`src/rtl/bram_port_arbiter_if.sv`:
```
// Requester-side bundle for bram_port_arbiter: one transaction request plus
// its grant and read-data return. Requester = master, arbiter = slave.
interface bram_port_arbiter_if #(
   parameter int W  = 8,
   parameter int AW = 5
);
   logic          req;
   logic          we;
   logic [AW-1:0] addr;
   logic [W-1:0]  wdata;
   logic          gnt;
   logic          rvalid;
   logic [W-1:0]  rdata;

   modport master (
      output req, we, addr, wdata,
      input  gnt, rvalid, rdata
   );

   modport slave (
      input  req, we, addr, wdata,
      output gnt, rvalid, rdata
   );
endinterface

```
`src/rtl/bram_port_arbiter.sv`:
```
// Shares one read-first block_ram between requesters A and B. The read and write
// ports are arbitrated independently round-robin; read data returns one cycle after grant.
module bram_port_arbiter #(
   parameter int W = 8,
   parameter int L = 32,
   localparam int AW = $clog2(L)
) (
   input  logic               clk,
   input  logic               rst,
   bram_port_arbiter_if.slave port_a,
   bram_port_arbiter_if.slave port_b,
   output logic [AW-1:0]      ram_rd_addr,
   input  logic [W-1:0]       ram_rd_data,
   output logic               ram_wr_ena,
   output logic [AW-1:0]      ram_wr_addr,
   output logic [W-1:0]       ram_wr_data
);

   logic rd_req_a, rd_req_b, wr_req_a, wr_req_b;
   logic rd_gnt_a, rd_gnt_b, wr_gnt_a, wr_gnt_b;
   logic rd_last_q, rd_last_d;
   logic wr_last_q, wr_last_d;
   logic rv_pend_q, rv_pend_d;
   logic rv_owner_q, rv_owner_d;

   always_comb begin
      rd_req_a    = port_a.req & ~port_a.we;
      rd_req_b    = port_b.req & ~port_b.we;
      wr_req_a    = port_a.req &  port_a.we;
      wr_req_b    = port_b.req &  port_b.we;

      // On contention the requester that did not win last time takes the port.
      rd_gnt_a    = ~rst & rd_req_a & (~rd_req_b |  rd_last_q);
      rd_gnt_b    = ~rst & rd_req_b & (~rd_req_a | ~rd_last_q);
      wr_gnt_a    = ~rst & wr_req_a & (~wr_req_b |  wr_last_q);
      wr_gnt_b    = ~rst & wr_req_b & (~wr_req_a | ~wr_last_q);

      rd_last_d   = rd_last_q;
      wr_last_d   = wr_last_q;
      if (rd_gnt_a)      rd_last_d = 1'b0;
      else if (rd_gnt_b) rd_last_d = 1'b1;
      if (wr_gnt_a)      wr_last_d = 1'b0;
      else if (wr_gnt_b) wr_last_d = 1'b1;

      rv_pend_d   = rd_gnt_a | rd_gnt_b;
      rv_owner_d  = rd_gnt_b;

      ram_rd_addr = '0;
      if (rd_gnt_a)      ram_rd_addr = port_a.addr;
      else if (rd_gnt_b) ram_rd_addr = port_b.addr;

      ram_wr_ena  = wr_gnt_a | wr_gnt_b;
      ram_wr_addr = '0;
      ram_wr_data = '0;
      if (wr_gnt_a) begin
         ram_wr_addr = port_a.addr;
         ram_wr_data = port_a.wdata;
      end else if (wr_gnt_b) begin
         ram_wr_addr = port_b.addr;
         ram_wr_data = port_b.wdata;
      end

      port_a.gnt    = rd_gnt_a | wr_gnt_a;
      port_b.gnt    = rd_gnt_b | wr_gnt_b;
      // Gated by rst so a read granted just before reset never reports data.
      port_a.rvalid = ~rst & rv_pend_q & ~rv_owner_q;
      port_b.rvalid = ~rst & rv_pend_q &  rv_owner_q;
      port_a.rdata  = ram_rd_data;
      port_b.rdata  = ram_rd_data;
   end

   always_ff @(posedge clk) begin
      if (rst) begin
         rd_last_q  <= 1'b1;
         wr_last_q  <= 1'b1;
         rv_pend_q  <= 1'b0;
         rv_owner_q <= 1'b0;
      end else begin
         rd_last_q  <= rd_last_d;
         wr_last_q  <= wr_last_d;
         rv_pend_q  <= rv_pend_d;
         rv_owner_q <= rv_owner_d;
      end
   end

endmodule
```
`src/flat_wrapper.sv`:
```
// flat-port wrapper written by rule: the top's interface ports become plain ports
module bram_port_arbiter_flat 
#(
   parameter int W = 8,
   parameter int L = 32,
   localparam int AW = $clog2(L)
)
  (clk, rst, ram_rd_addr, ram_rd_data, ram_wr_ena, ram_wr_addr, ram_wr_data, port_a_req, port_a_we, port_a_addr, port_a_wdata, port_a_gnt, port_a_rvalid, port_a_rdata, port_b_req, port_b_we, port_b_addr, port_b_wdata, port_b_gnt, port_b_rvalid, port_b_rdata);
  bram_port_arbiter_if #(.W(W)) port_a_i ();
  bram_port_arbiter_if #(.W(W)) port_b_i ();
  input  logic clk;
  input  logic rst;
  output logic [AW-1:0] ram_rd_addr;
  input  logic [W-1:0] ram_rd_data;
  output logic ram_wr_ena;
  output logic [AW-1:0] ram_wr_addr;
  output logic [W-1:0] ram_wr_data;
  input wire logic [$bits(port_a_i.req)-1:0] port_a_req;
  input wire logic [$bits(port_a_i.we)-1:0] port_a_we;
  input wire logic [$bits(port_a_i.addr)-1:0] port_a_addr;
  input wire logic [$bits(port_a_i.wdata)-1:0] port_a_wdata;
  output wire logic [$bits(port_a_i.gnt)-1:0] port_a_gnt;
  output wire logic [$bits(port_a_i.rvalid)-1:0] port_a_rvalid;
  output wire logic [$bits(port_a_i.rdata)-1:0] port_a_rdata;
  input wire logic [$bits(port_b_i.req)-1:0] port_b_req;
  input wire logic [$bits(port_b_i.we)-1:0] port_b_we;
  input wire logic [$bits(port_b_i.addr)-1:0] port_b_addr;
  input wire logic [$bits(port_b_i.wdata)-1:0] port_b_wdata;
  output wire logic [$bits(port_b_i.gnt)-1:0] port_b_gnt;
  output wire logic [$bits(port_b_i.rvalid)-1:0] port_b_rvalid;
  output wire logic [$bits(port_b_i.rdata)-1:0] port_b_rdata;
  assign port_a_i.req = port_a_req;
  assign port_a_i.we = port_a_we;
  assign port_a_i.addr = port_a_addr;
  assign port_a_i.wdata = port_a_wdata;
  assign port_a_gnt = port_a_i.gnt;
  assign port_a_rvalid = port_a_i.rvalid;
  assign port_a_rdata = port_a_i.rdata;
  assign port_b_i.req = port_b_req;
  assign port_b_i.we = port_b_we;
  assign port_b_i.addr = port_b_addr;
  assign port_b_i.wdata = port_b_wdata;
  assign port_b_gnt = port_b_i.gnt;
  assign port_b_rvalid = port_b_i.rvalid;
  assign port_b_rdata = port_b_i.rdata;
  bram_port_arbiter #(.W(W), .L(L)) u_core (.clk(clk), .rst(rst), .port_a(port_a_i), .port_b(port_b_i), .ram_rd_addr(ram_rd_addr), .ram_rd_data(ram_rd_data), .ram_wr_ena(ram_wr_ena), .ram_wr_addr(ram_wr_addr), .ram_wr_data(ram_wr_data));
endmodule
```
`config.mk`:
```
export PLATFORM = sky130hd
export DESIGN_NAME = bram_port_arbiter_flat
export DESIGN_NICKNAME = d
export VERILOG_FILES = /design/src/rtl/bram_port_arbiter_if.sv /design/src/rtl/bram_port_arbiter.sv /design/src/flat_wrapper.sv
export SDC_FILE = /design/constraint.sdc
export NUM_CORES = 1
export LEC_CHECK = 0
export BUFFER_PORTS_ARGS = -buffer_cell sky130_fd_sc_hd__buf_4
export CAP_MARGIN = 15
export CORE_MARGIN = 2
export CORE_UTILIZATION = 33
export CTS_CLUSTER_DIAMETER = 120
export CTS_CLUSTER_SIZE = 16
export DETAILED_ROUTE_END_ITERATION = 8
export PLACE_DENSITY = 0.84
export SETUP_SLACK_MARGIN = 0.02
export SYNTH_ARGS = -nofsm -noshare
export SYNTH_HDL_FRONTEND = slang
export SYNTH_SLANG_ARGS = --single-unit
```
`constraint.sdc`:
```
create_clock -name clk -period 1.9 [get_ports clk]
set_input_delay 0.38 -clock clk [delete_from_list [all_inputs] [get_ports clk]]
set_output_delay 0.38 -clock clk [all_outputs]
set_load 0.005 [all_outputs]
```
Word-level counts from Yosys, hierarchy flattened. Index checks and enable logic that the tools add are counted.

Register bits after elaboration: 4. Latch bits: 0. Memory bits (writable): 0. Memory bits (read-only): 0. Input port bits: 40. Output and inout bits: 39. Memories: 0.

Add/sub/neg operators: 0. Multiply operators: 0. Div/mod/pow operators: 0. Order comparisons: 0. Equal/unequal tests: 0. Shift operators: 0. Multiplexer cells: 10. Bitwise gates (word level): 33. Reductions and logical operators: 2.

Operators with widths (number): 5-bit two-way mux (4); 8-bit two-way mux (2); 1-bit bitwise AND (15); 1-bit NOT (10); 1-bit bitwise OR (8); 1-bit two-way mux (4); 2-bit nonzero test (2).

Logic depth before layout (Yosys ltp). Gate-level depths: netlist of the first run.

Depth in word-level cells: 7. Mapped depth: 3. Depth with buffers taken out: 3.

Least setup slack after synthesis of the first run. No wires, ideal clock.

Path kind: input port to output port. Start: in rst. End: out ram_wr_data[0]. Arrival time: 1.078 ns. Data required time: 1.520 ns. Slack: 0.442 ns. Stages: 3. Path buffers: 1. Cells stage by stage: clkbuf_1 a311oi_4 a22o_1.

Cells in the longest elaborated chain, start to end: 5.

Ends and longest elaborated chain: start: declaration (line flat_wrapper.sv:12) `input logic rst;`; 1-bit NOT * (line bram_port_arbiter.sv:35, bram_port_arbiter.sv:36); 1-bit bitwise AND (2 in a row) (line bram_port_arbiter.sv:36) `wr_gnt_b = ~rst & wr_req_b & (~wr_req_a | ~wr_last_q);`; 8-bit two-way mux (line bram_port_arbiter.sv:58) `end else if (wr_gnt_b) begin`; 8-bit two-way mux * (line bram_port_arbiter.sv:55) `if (wr_gnt_a) begin`; end: declaration (line flat_wrapper.sv:17) `output logic [W-1:0] ram_wr_data;`.

Mark *: on every way between the ends. The rest lies on a longest branch, timed or not.

Worst setup path after layout of the first run.
Start: reg u_core.wr_last_q. End: out ram_wr_data[1].

Cells in the longest elaborated chain, start to end: 5.

Ends and longest elaborated chain: start: declaration (line bram_port_arbiter.sv:22) `logic wr_last_q, wr_last_d;`; start signal: assignment (line bram_port_arbiter.sv:80) `wr_last_q <= wr_last_d;`; 1-bit NOT (line bram_port_arbiter.sv:36); 1-bit bitwise OR (line bram_port_arbiter.sv:36); 1-bit bitwise AND (line bram_port_arbiter.sv:36); 8-bit two-way mux (line bram_port_arbiter.sv:58); 8-bit two-way mux * (line bram_port_arbiter.sv:55).

Marks and branches as above.

==> reports/qor.csv, run 1 <==
metric;value;unit
met3 WL post-DR;95;µm
setup violators final;0;
CTS sink cnt;4;
Hold Startpoint;port_a_req;
CP Max Fanout;8;
Seq pwr share;0.255;
worst vdd rail ir drop;0.000323;V
sequential element share of the synthesized area;0.137;
met2 wire length;1020;µm
Core Rows;15;
hold slack;0.439;ns
Final TNS setup;0;ns
r2r worst-path depth;2;
Critical Path End Type;output pin;
Post-DP HPWL;1400;µm
initial antenna violation count;0;
Post-synth ARST share;0;
Post-Route Utilization;0.540;
share of cells above drive strength 1;0.535;
Initial Utilization;0.345;
number of flops mapped to enable cells by yosys;0;
power density over the cells;401;nW/µm²
first-pass GRT wire length;2400;µm
fin crit share;0.971;
Lkg Pwr;0.457;nW
IO Port Bufs;54;
status;finished clean;
arrival time at the worst endpoint;1.47;ns
via density per instance;5.20;
final WL;1820;µm
Mapped Avg Cell Area;7.88;µm²
Reg-to-Reg Start;u_core.wr_last_q$_SDFFE_PP1P_;
CTS tree;done;
met1 wire length;706;µm
Post-CTS Hold Buffers;0;
Routed WL per cell;13.9;µm
H-tree depth;1;
Nets;156;
CTS Buffer Depth;2;
HP Class;in -> reg;
I/O pins;79;
hold endpoint;u_core.rv_pend_q$_SDFF_PP0_;
Post-CTS Resized;0;
sw power;0.000107;W
drt initial violations;6;
top cells by count, synth;buf_4 (16), nand2b_1 (13), o22ai_1 (10), a22o_1 (8);
most common cell in the synthesized netlist;buf_4;
pin count of the biggest net entering global routing;22;
n_diodes;0;
Distinct cells, synth;20;
clk_lat worst skew;0.24;ns
part of the power in the clock network;0.298;
Initial DRT Pass Iterations;4;
GRT overflow;0;
required time worst endpoint;1.52;ns
RSZ-0062 raised after global routing;false;
max-slew violations;0;
core area;1690;µm²
ys flop type;dfxtp_1;
die height;46.0;µm
area leader, netlist;buf_4;
Vias;681;
Post-CTS Setup Inserts;0;
R2R Path End;u_core.wr_last_q$_SDFFE_PP1P_;
GRT Total Usage;0.161;
Yosys top cell area share;0.206;
Yosys reg bits;4;
CTS clock-pin slew for the worst setup and hold paths;0.04;ns
P&R area growth vs syn;56.4;%
DRC Markers;0;
CTS root buf;clkbuf_4;
Synth Cell Area;583;µm²
max-cap viol count;0;
Synth area leaders;buf_4 (21%), nand2b_1 (14%), dfxtp_1 (14%), a22o_1 (12%), o22ai_1 (11%);
die area;2120;µm²
CTS buffer count;3;
Top Metal Used;met3;
vias in the first global route;550;
Int Pwr;0.000259;W
worst clock skew;0.00884;ns
CP Class;reg -> out;
RD Place Congestion;0.774;
worst rel slew slack;0.697;
highest clock rate;0.542;GHz
remaining antenna violation count;0;
Synth Net Count;114;
Logic pwr share;0.447;
crit start category;flip-flop;
Synth Warn #;0;
Sw Ratio;0.293;
Hold Vio Cnt, Final;0;
slew of the pin with the lowest slew margin;0.454;ns
min Tclk post-route;1.85;ns
Mapped Cells;74;
Min-Delay Path Depth;3;
Die X;46.0;µm
worst reg-to-reg setup slack;1.03;ns
area by class of cell:
type / count / area (µm²)
Tap cell: 17 / 21.3
Inverter: 1 / 3.75
Timing Repair Buffer: 55 / 413
Clock buffer: 3 / 22.5
Multi-Input combinational cell: 51 / 372
Fill cell: 174 / 777
Sequential cell: 4 / 80.1
sequential cells by signal, summed over array words and instances, names as in the netlist:
register / flops
u_core.rd_last_q: 1
u_core.rv_pend_q: 1
u_core.wr_last_q: 1
u_core.rv_owner_q: 1
power groups by stage:
stage	registers [W]	clock network [W]	logic [W]
global route	0.0000936	0.000113	0.000177
finish	0.0000930	0.000109	0.000163
detailed placement	0.0000940	0	0.000162
global placement	0.0000939	0	0.000160
CTS	0.0000926	0.000113	0.000164
floorplan	0.0000933	0	0.0000920
critical path, stage by stage (launching register included):
cell	delay [ns]
dfxtp_1	0.38
inv_1	0.09
a311oi_4	0.26
buf_4	0.20
a22o_1	0.17
buf_4	0.12
how the worst max path moves through the flow:
| stage | to | from | cells after the start | slack, ns |
|---|---|---|---|---|
| after floorplan | ram_wr_data[0] | rst | 3 | 0.44 |
| after global placement | ram_wr_data[4] | port_a_we | 5 | 0.17 |
| after detailed placement | ram_wr_data[4] | port_a_we | 5 | 0.14 |
| after CTS | ram_wr_data[1] | u_core.wr_last_q$_SDFFE_PP1P_ | 4 | 0.06 |
| after global routing | ram_wr_data[1] | u_core.wr_last_q$_SDFFE_PP1P_ | 4 | 0.02 |
| final | ram_wr_data[1] | u_core.wr_last_q$_SDFFE_PP1P_ | 5 | 0.05 |
stage by stage:
step | instances | area (µm²) | setup slack [ns] | power (W)
floorplan | 74 | 583 | 0.442 | 0.000185
global placement | 127 | 882 | 0.174 | 0.000253
detailed placement | 127 | 882 | 0.135 | 0.000256
CTS | 130 | 905 | 0.0585 | 0.000370
global route | 131 | 912 | 0.0228 | 0.000384
finish | 131 | 912 | 0.0544 | 0.000365
cells in the final DEF, fill, tap and decap left out:
cell	instances
o21bai_1	4
nand2_1	2
and3b_1	1
nor2_1	1
dfxtp_1	4
a22o_1	8
a21oi_1	3
and3_1	1
or2_1	1
nor3_4	1
buf_4	55
o21ai_2	1
inv_1	1
nor3b_1	1
clkbuf_4	3
o22ai_1	10
nor2b_1	1
nand2b_1	13
a21o_1	2
a311oi_4	1
cells by family after synthesis:
kind of cell | share of synthesized area
flip-flops | 0.137
AO/OA/AOI/OAI | 0.391
AND/OR/NAND/NOR | 0.247
buffers and inverters | 0.225
layer usage:
metal | track usage | vias up
met5 | 0 | -
met4 | 0.0971 | 0
met3 | 0.0159 | 0
met2 | 0.286 | 20
met1 | 0.181 | 317
li1 | - | 344
(Power assumes the default switching activity.)
==> run 2: changes to the inputs <==
--- a/config.mk
+++ b/config.mk
@@ -12,6 +12,7 @@
 export CTS_CLUSTER_DIAMETER = 120
 export CTS_CLUSTER_SIZE = 16
 export DETAILED_ROUTE_END_ITERATION = 8
+export MAX_ROUTING_LAYER = met4
 export PLACE_DENSITY = 0.84
 export SETUP_SLACK_MARGIN = 0.02
 export SYNTH_ARGS = -nofsm -noshare
==> run 2 against run 1 <==
Net effect: worst hold slack better by 0.00063 ns; maximum frequency up 0.72%; count of clock-buffer cells in the layout unchanged; critical endpoint unchanged; largest power group unchanged.
==> reports/qor.csv, run 2 (synthesis gave the netlist of run 1 again) <==
metric;value;unit;change
Critical Path Max Stage Delay;0.37;ns;about the same
Filler cells;174;;unchanged
DRC Markers;0;;unchanged
worst vdd rail ir drop;0.000323;V;about the same
arrival time at the worst endpoint;1.45;ns;-0.02 ns
crit start category;flip-flop;;
initial antenna violation count;0;;unchanged
H-tree depth;1;;unchanged
I/O pins;79;;unchanged
r2r worst-path depth;2;;unchanged
GR Util met3;0.0159;;unchanged
GRT Total Usage;0.166;;+0.00465
final WL;1810;µm;-0.49%
share of cells above drive strength 1;0.535;;unchanged
Post-CTS Setup Inserts;0;;unchanged
CTS root buf;clkbuf_4;;
commonest cells after routing, fill and taps aside;buf_4 (55), nand2b_1 (13), o22ai_1 (10);;
Post-CTS Resized;0;;unchanged
CP Class;reg -> out;;
power density over the cells;399;nW/µm²;-0.36%
first-pass GRT wire length;2400;µm;unchanged
Vias;677;;-0.59%
RSZ-0062 raised after global routing;false;;
drt initial violations;10;;+4
HP Class;in -> reg;;
highest clock rate;0.546;GHz;+0.72%
worst clock skew;0.00687;ns;-0.00198 ns
M2 GR Usage;0.286;;unchanged
via density per instance;5.17;;-0.59%
CP max stage cell;dfxtp_1;;
die height;46.0;µm;unchanged
Post-CTS Hold Buffers;0;;unchanged
core area;1690;µm²;unchanged
CP Max Fanout;8;;unchanged
Routed WL per cell;13.8;µm;-0.49%
GRT overflow;0;;unchanged
max-slew violations;0;;unchanged
worst rel slew slack;0.695;;-0.00153
GRT busiest layer;met2;;
remaining antenna violation count;0;;unchanged
Critical Path Stages;5;;unchanged
Final TNS setup;0;ns;unchanged
fin crit share;0.964;;-0.00690
Initial DRT Pass Iterations;5;;+1
CTS sink cnt;4;;unchanged
RD Place Congestion;0.785;;+1.4%
max-cap viol count;0;;unchanged
Hold Vio Cnt, Final;0;;unchanged
P&R area growth vs syn;56.4;%;unchanged
Core Rows;15;;unchanged
min Tclk post-route;1.83;ns;-0.0131 ns
CTS tree;done;;
Seq pwr share;0.255;;about the same
status;finished clean;;
part of the power in the clock network;0.296;;-0.002
Die X;46.0;µm;unchanged
Min-Delay Path Depth;3;;unchanged
CP bufs+invs;3;;unchanged
Critical Path End Type;output pin;;
sw power;0.000106;W;-1.2%
PnR Total Power;0.000364;W;-0.36%
Post-Route Utilization;0.540;;unchanged
CTS buffer count;3;;unchanged
Int Pwr;0.000258;W;about the same
Top delay family on crit path;compound AO/OA/AOI/OAI gates;;
slew of the pin with the lowest slew margin;0.457;ns;+0.00228 ns
vias in the first global route;552;;+0.36%
setup violators final;0;;unchanged
IO Port Bufs;54;;unchanged
Post-DP HPWL;1400;µm;unchanged
pin count of the biggest net entering global routing;22;;unchanged
Logic pwr share;0.449;;+0.002
Initial Utilization;0.345;;unchanged
CTS clock-pin slew for the worst setup and hold paths;0.04;ns;about the same
CTS Buffer Depth;2;;unchanged
die area;2120;µm²;unchanged
n_diodes;0;;unchanged
Lkg Pwr;0.457;nW;unchanged
Nets;156;;unchanged
clk_lat worst skew;0.24;ns;about the same
Sw Ratio;0.290;;-0.00243
routing usage on met1;0.181;;unchanged
Cell Chain, Critical Path;inv_1 -> a311oi_4 -> buf_4 -> a22o_1 -> buf_4;;
commonest non-fill, non-tap cell in the layout;buf_4;;
CP most frequent cell;buf_4;;
required time worst endpoint;1.52;ns;about the same
==> run 2: cell type report <==
class,instances,area [µm²],area share
multi-input cells,51,372,0.407
well taps,17,21.3,0.0233
clock buffers,3,22.5,0.0247
repair buffers,55,413,0.453
inverters,1,3.75,0.00412
flip-flops and latches,4,80.1,0.0878
==> run 2: final timing paths <==
check,from,end,slack (ns)
max,u_core.wr_last_q$_SDFFE_PP1P_,ram_wr_data[1],0.07
min,port_a_req,u_core.rv_pend_q$_SDFF_PP0_,0.44
max reg2reg,u_core.rd_last_q$_SDFFE_PP1P_,u_core.rd_last_q$_SDFFE_PP1P_,1.04
min reg2reg,u_core.wr_last_q$_SDFFE_PP1P_,u_core.wr_last_q$_SDFFE_PP1P_,0.56
==> run 2: per-stage QoR <==
| step | std cells | cell area [µm²] | hold slack, ns | worst slack [ns] |
|---|---|---|---|---|
| 2_1_floorplan | 74 | 583 | 0.502 | 0.442 |
| 3_3_place_gp | 127 | 882 | 0.540 | 0.174 |
| 6_report | 131 | 912 | 0.440 | 0.0675 |
| 5_1_grt | 131 | 912 | 0.461 | 0.0228 |
| 3_5_place_dp | 127 | 882 | 0.546 | 0.135 |
| 4_1_cts | 130 | 905 | 0.432 | 0.0585 |
==> run 2: worst min-delay path, delay by kind of cell <==
family | cells | cell delay [ns]
AO/OA/AOI/OAI | 1 | 0.06
AND/OR/NAND/NOR | 1 | 0.06
buffers and inverters | 1 | 0.12
==> run 2: power groups by stage <==
stage | Sequential, W | Combinational, W | Clock [W]
6_report | 0.0000929 | 0.000164 | 0.000108
5_1_grt | 0.0000936 | 0.000177 | 0.000113
4_1_cts | 0.0000926 | 0.000164 | 0.000113
3_5_place_dp | 0.0000940 | 0.000162 | 0
3_3_place_gp | 0.0000939 | 0.000160 | 0
2_1_floorplan | 0.0000933 | 0.0000920 | 0
==> run 2: per-layer routing <==
metal / vias up / routed length [µm]
met5: - / 0
met4: 0 / 0
met3: 0 / 107
met2: 25 / 1020
met1: 309 / 685
li1: 343 / -
==> run 3: changes to the inputs <==
--- a/config.mk
+++ b/config.mk
@@ -7,14 +7,16 @@
 export LEC_CHECK = 0
 export BUFFER_PORTS_ARGS = -buffer_cell sky130_fd_sc_hd__buf_4
 export CAP_MARGIN = 15
+export CELL_PAD_IN_SITES_DETAIL_PLACEMENT = 1
+export CELL_PAD_IN_SITES_GLOBAL_PLACEMENT = 2
 export CORE_MARGIN = 2
-export CORE_UTILIZATION = 33
+export CORE_UTILIZATION = 14
 export CTS_CLUSTER_DIAMETER = 120
 export CTS_CLUSTER_SIZE = 16
 export DETAILED_ROUTE_END_ITERATION = 8
 export MAX_ROUTING_LAYER = met4
-export PLACE_DENSITY = 0.84
-export SETUP_SLACK_MARGIN = 0.02
+export PLACE_DENSITY = 0.83
+export SETUP_SLACK_MARGIN = 0.5
 export SYNTH_ARGS = -nofsm -noshare
 export SYNTH_HDL_FRONTEND = slang
 export SYNTH_SLANG_ARGS = --single-unit
==> run 3 against run 2 <==
Net effect: worst setup slack gained 0.12 ns; non-clock buffer count grew 6; die area grew 120%; largest power group unchanged; core utilization shrank 23 points; flip-flop and latch count is the same; final area grew 36%; critical path depth is the same; clock power grew 68%; wire length grew 40%.
==> reports/qor.csv, run 3 (synthesis gave the netlist of run 1 again) <==
metric;value;unit;change
CTS buffer count;3;;unchanged
Initial Utilization;0.146;;-0.199
Lkg Pwr;0.552;nW;+21%
I/O pins;79;;unchanged
r2r worst-path depth;2;;unchanged
IO Port Bufs;54;;unchanged
Setup crit end;ram_wr_data[0];;
RD Place Congestion;0.689;;-12%
clk_lat worst skew;0.22;ns;-0.02 ns
via density per instance;4.28;;-17%
H-tree depth;1;;unchanged
Die X;68.5;µm;+49%
share of cells above drive strength 1;0.742;;+0.207
CTS clock-pin slew for the worst setup and hold paths;0.03;ns;about the same
Filler cells;473;;+170%
GRT overflow;0;;unchanged
worst clock skew;0.00145;ns;-0.00542 ns
CTS tree;done;;
vias in the first global route;754;;+37%
status;finished clean;;
Cells after DPL;162;;+28%
die height;68.5;µm;+49%
Critical Path Max Stage Delay;0.36;ns;about the same
slew of the pin with the lowest slew margin;0.272;ns;-0.184 ns
Critical Path End Type;output pin;;
worst rel slew slack;0.819;;+0.124
RSZ-0062 raised after global routing;true;;
Reg-to-Reg Start;u_core.rd_last_q$_SDFFE_PP1P_;;
HP Class;in -> reg;;
CTS root buf;clkbuf_8;;
pre-CTS WS;0.129;ns;-0.00637 ns
min Tclk post-route;1.71;ns;-0.124 ns
worst setup path start;u_core.wr_last_q$_SDFFE_PP1P_;;
max-slew violations;0;;unchanged
Core Rows;23;;+8
n_diodes;0;;unchanged
R2R Path End;u_core.rv_owner_q$_SDFF_PP0_;;
crit start category;flip-flop;;
die area;4700;µm²;+120%
highest clock rate;0.585;GHz;+7.3%
power density over the cells;408;nW/µm²;+2.2%
CP bufs+invs;2;;-1
Hold Vio Cnt, Final;0;;unchanged
CP max stage cell;dfxtp_4;;
Routed WL per cell;14.9;µm;+7.5%
Nets;162;;+3.8%
Hold Startpoint;port_b_we;;
drt initial violations;11;;+1
CP Max Fanout;9;;+1
first-pass GRT wire length;3480;µm;+45%
Post-DP HPWL;1960;µm;+39%
Critical Path Stages;5;;unchanged
required time worst endpoint;1.52;ns;about the same
Final TNS setup;0;ns;unchanged
arrival time at the worst endpoint;1.33;ns;-0.12 ns
Cell Chain, Critical Path;and3_4 -> nor3_4 -> buf_12 -> a22o_1 -> buf_4;;
Initial DRT Pass Iterations;2;;-3
fin crit share;0.899;;-0.0653
GRT Total Usage;0.104;;-0.0615
area of the multi-input gates;523;µm²;+41%
CTS Buffer Depth;2;;unchanged
worst vdd rail ir drop;0.000169;V;-48%
CTS sink cnt;4;;unchanged
CP Class;reg -> out;;
Top delay family on crit path;flip-flops;;
remaining antenna violation count;0;;unchanged
P&R area growth vs syn;113;%;
final WL;2530;µm;+40%
commonest cells after routing, fill and taps aside;buf_4 (48), nand2b_1 (11), a22o_1 (8), buf_6 (8), o22ai_2 (7);;
Final WS setup;0.192;ns;+0.124 ns
worst reg-to-reg setup slack;1.10;ns;+0.06 ns
FF/Latch Area;83.8;µm²;+4.7%
Vias;727;;+7.4%
commonest non-fill, non-tap cell in the layout;buf_4;;
initial antenna violation count;0;;unchanged
fin cells;170;;+30%
max-cap viol count;0;;unchanged
core area;4000;µm²;+140%
pin count of the biggest net entering global routing;14;;-36%
DRC Markers;0;;unchanged
setup violators final;0;;unchanged
-- run 3: tightest hold or removal path: cells and delay by family --
kind	cells	cell delay, ns
buf+inv	1	0.08
compound gates	2	0.16
-- run 3: report_power, final --
part | total (W) | internal [W] | switching (W)
Sequential | 0.0000943 | 0.0000894 | 0.00000495
Clock | 0.000181 | 0.000135 | 0.0000462
Combinational | 0.000230 | 0.000137 | 0.0000930
Total | 0.000506 | 0.000362 | 0.000144
-- run 3: per-layer routing --
metal,routed length (µm),vias to the layer above,track usage
met3,162,2,0.0211
met1,939,342,0.111
met5,0,-,-
met4,26,0,0.0550
met2,1400,32,0.181
li1,-,351,-
-- run 3: metrics by stage --
| step | hold slack [ns] | cell area (µm²) | util | power, W |
|---|---|---|---|---|
| after floorplan | 0.502 | 596 | - | 0.000188 |
| after global placement | 0.548 | 941 | 0.235 | 0.000262 |
| after detailed placement | 0.560 | 941 | 0.235 | 0.000267 |
| after CTS | 0.438 | 1150 | 0.287 | 0.000490 |
| after global routing | 0.464 | 1240 | 0.310 | 0.000536 |
| final | 0.446 | 1240 | 0.310 | 0.000506 |
-- run 3: layout make-up --
class / instances / area share
Timing Repair Buffer: 61 / 0.424
Multi-Input combinational cell: 51 / 0.422
Sequential cell: 4 / 0.0676
Tap cell: 50 / 0.0505
Clock buffer: 3 / 0.0333
Inverter: 1 / 0.00303
-- run 3: worst min path at each step --
stage                                    endpoint  slack, ns  cells after the start
CTS                 u_core.wr_last_q$_SDFFE_PP1P_       0.44                      3
global placement    u_core.wr_last_q$_SDFFE_PP1P_       0.55                      2
floorplan           u_core.wr_last_q$_SDFFE_PP1P_       0.50                      2
global route        u_core.wr_last_q$_SDFFE_PP1P_       0.46                      3
finish              u_core.wr_last_q$_SDFFE_PP1P_       0.45                      3
detailed placement  u_core.wr_last_q$_SDFFE_PP1P_       0.56                      2
-- run 3: repair_timing --
| action | CTS | global route |
|---|---|---|
| cloned | 1 | 0 |
| pin swaps | 8 | 11 |
| endpoints found under the hold margin | 0 | 0 |
| buffers inserted | 3 | 1 |
| hold buffers | 0 | 0 |
| endpoints found under the setup margin | 22 | 20 |
| gates resized for setup | 27 | 14 |
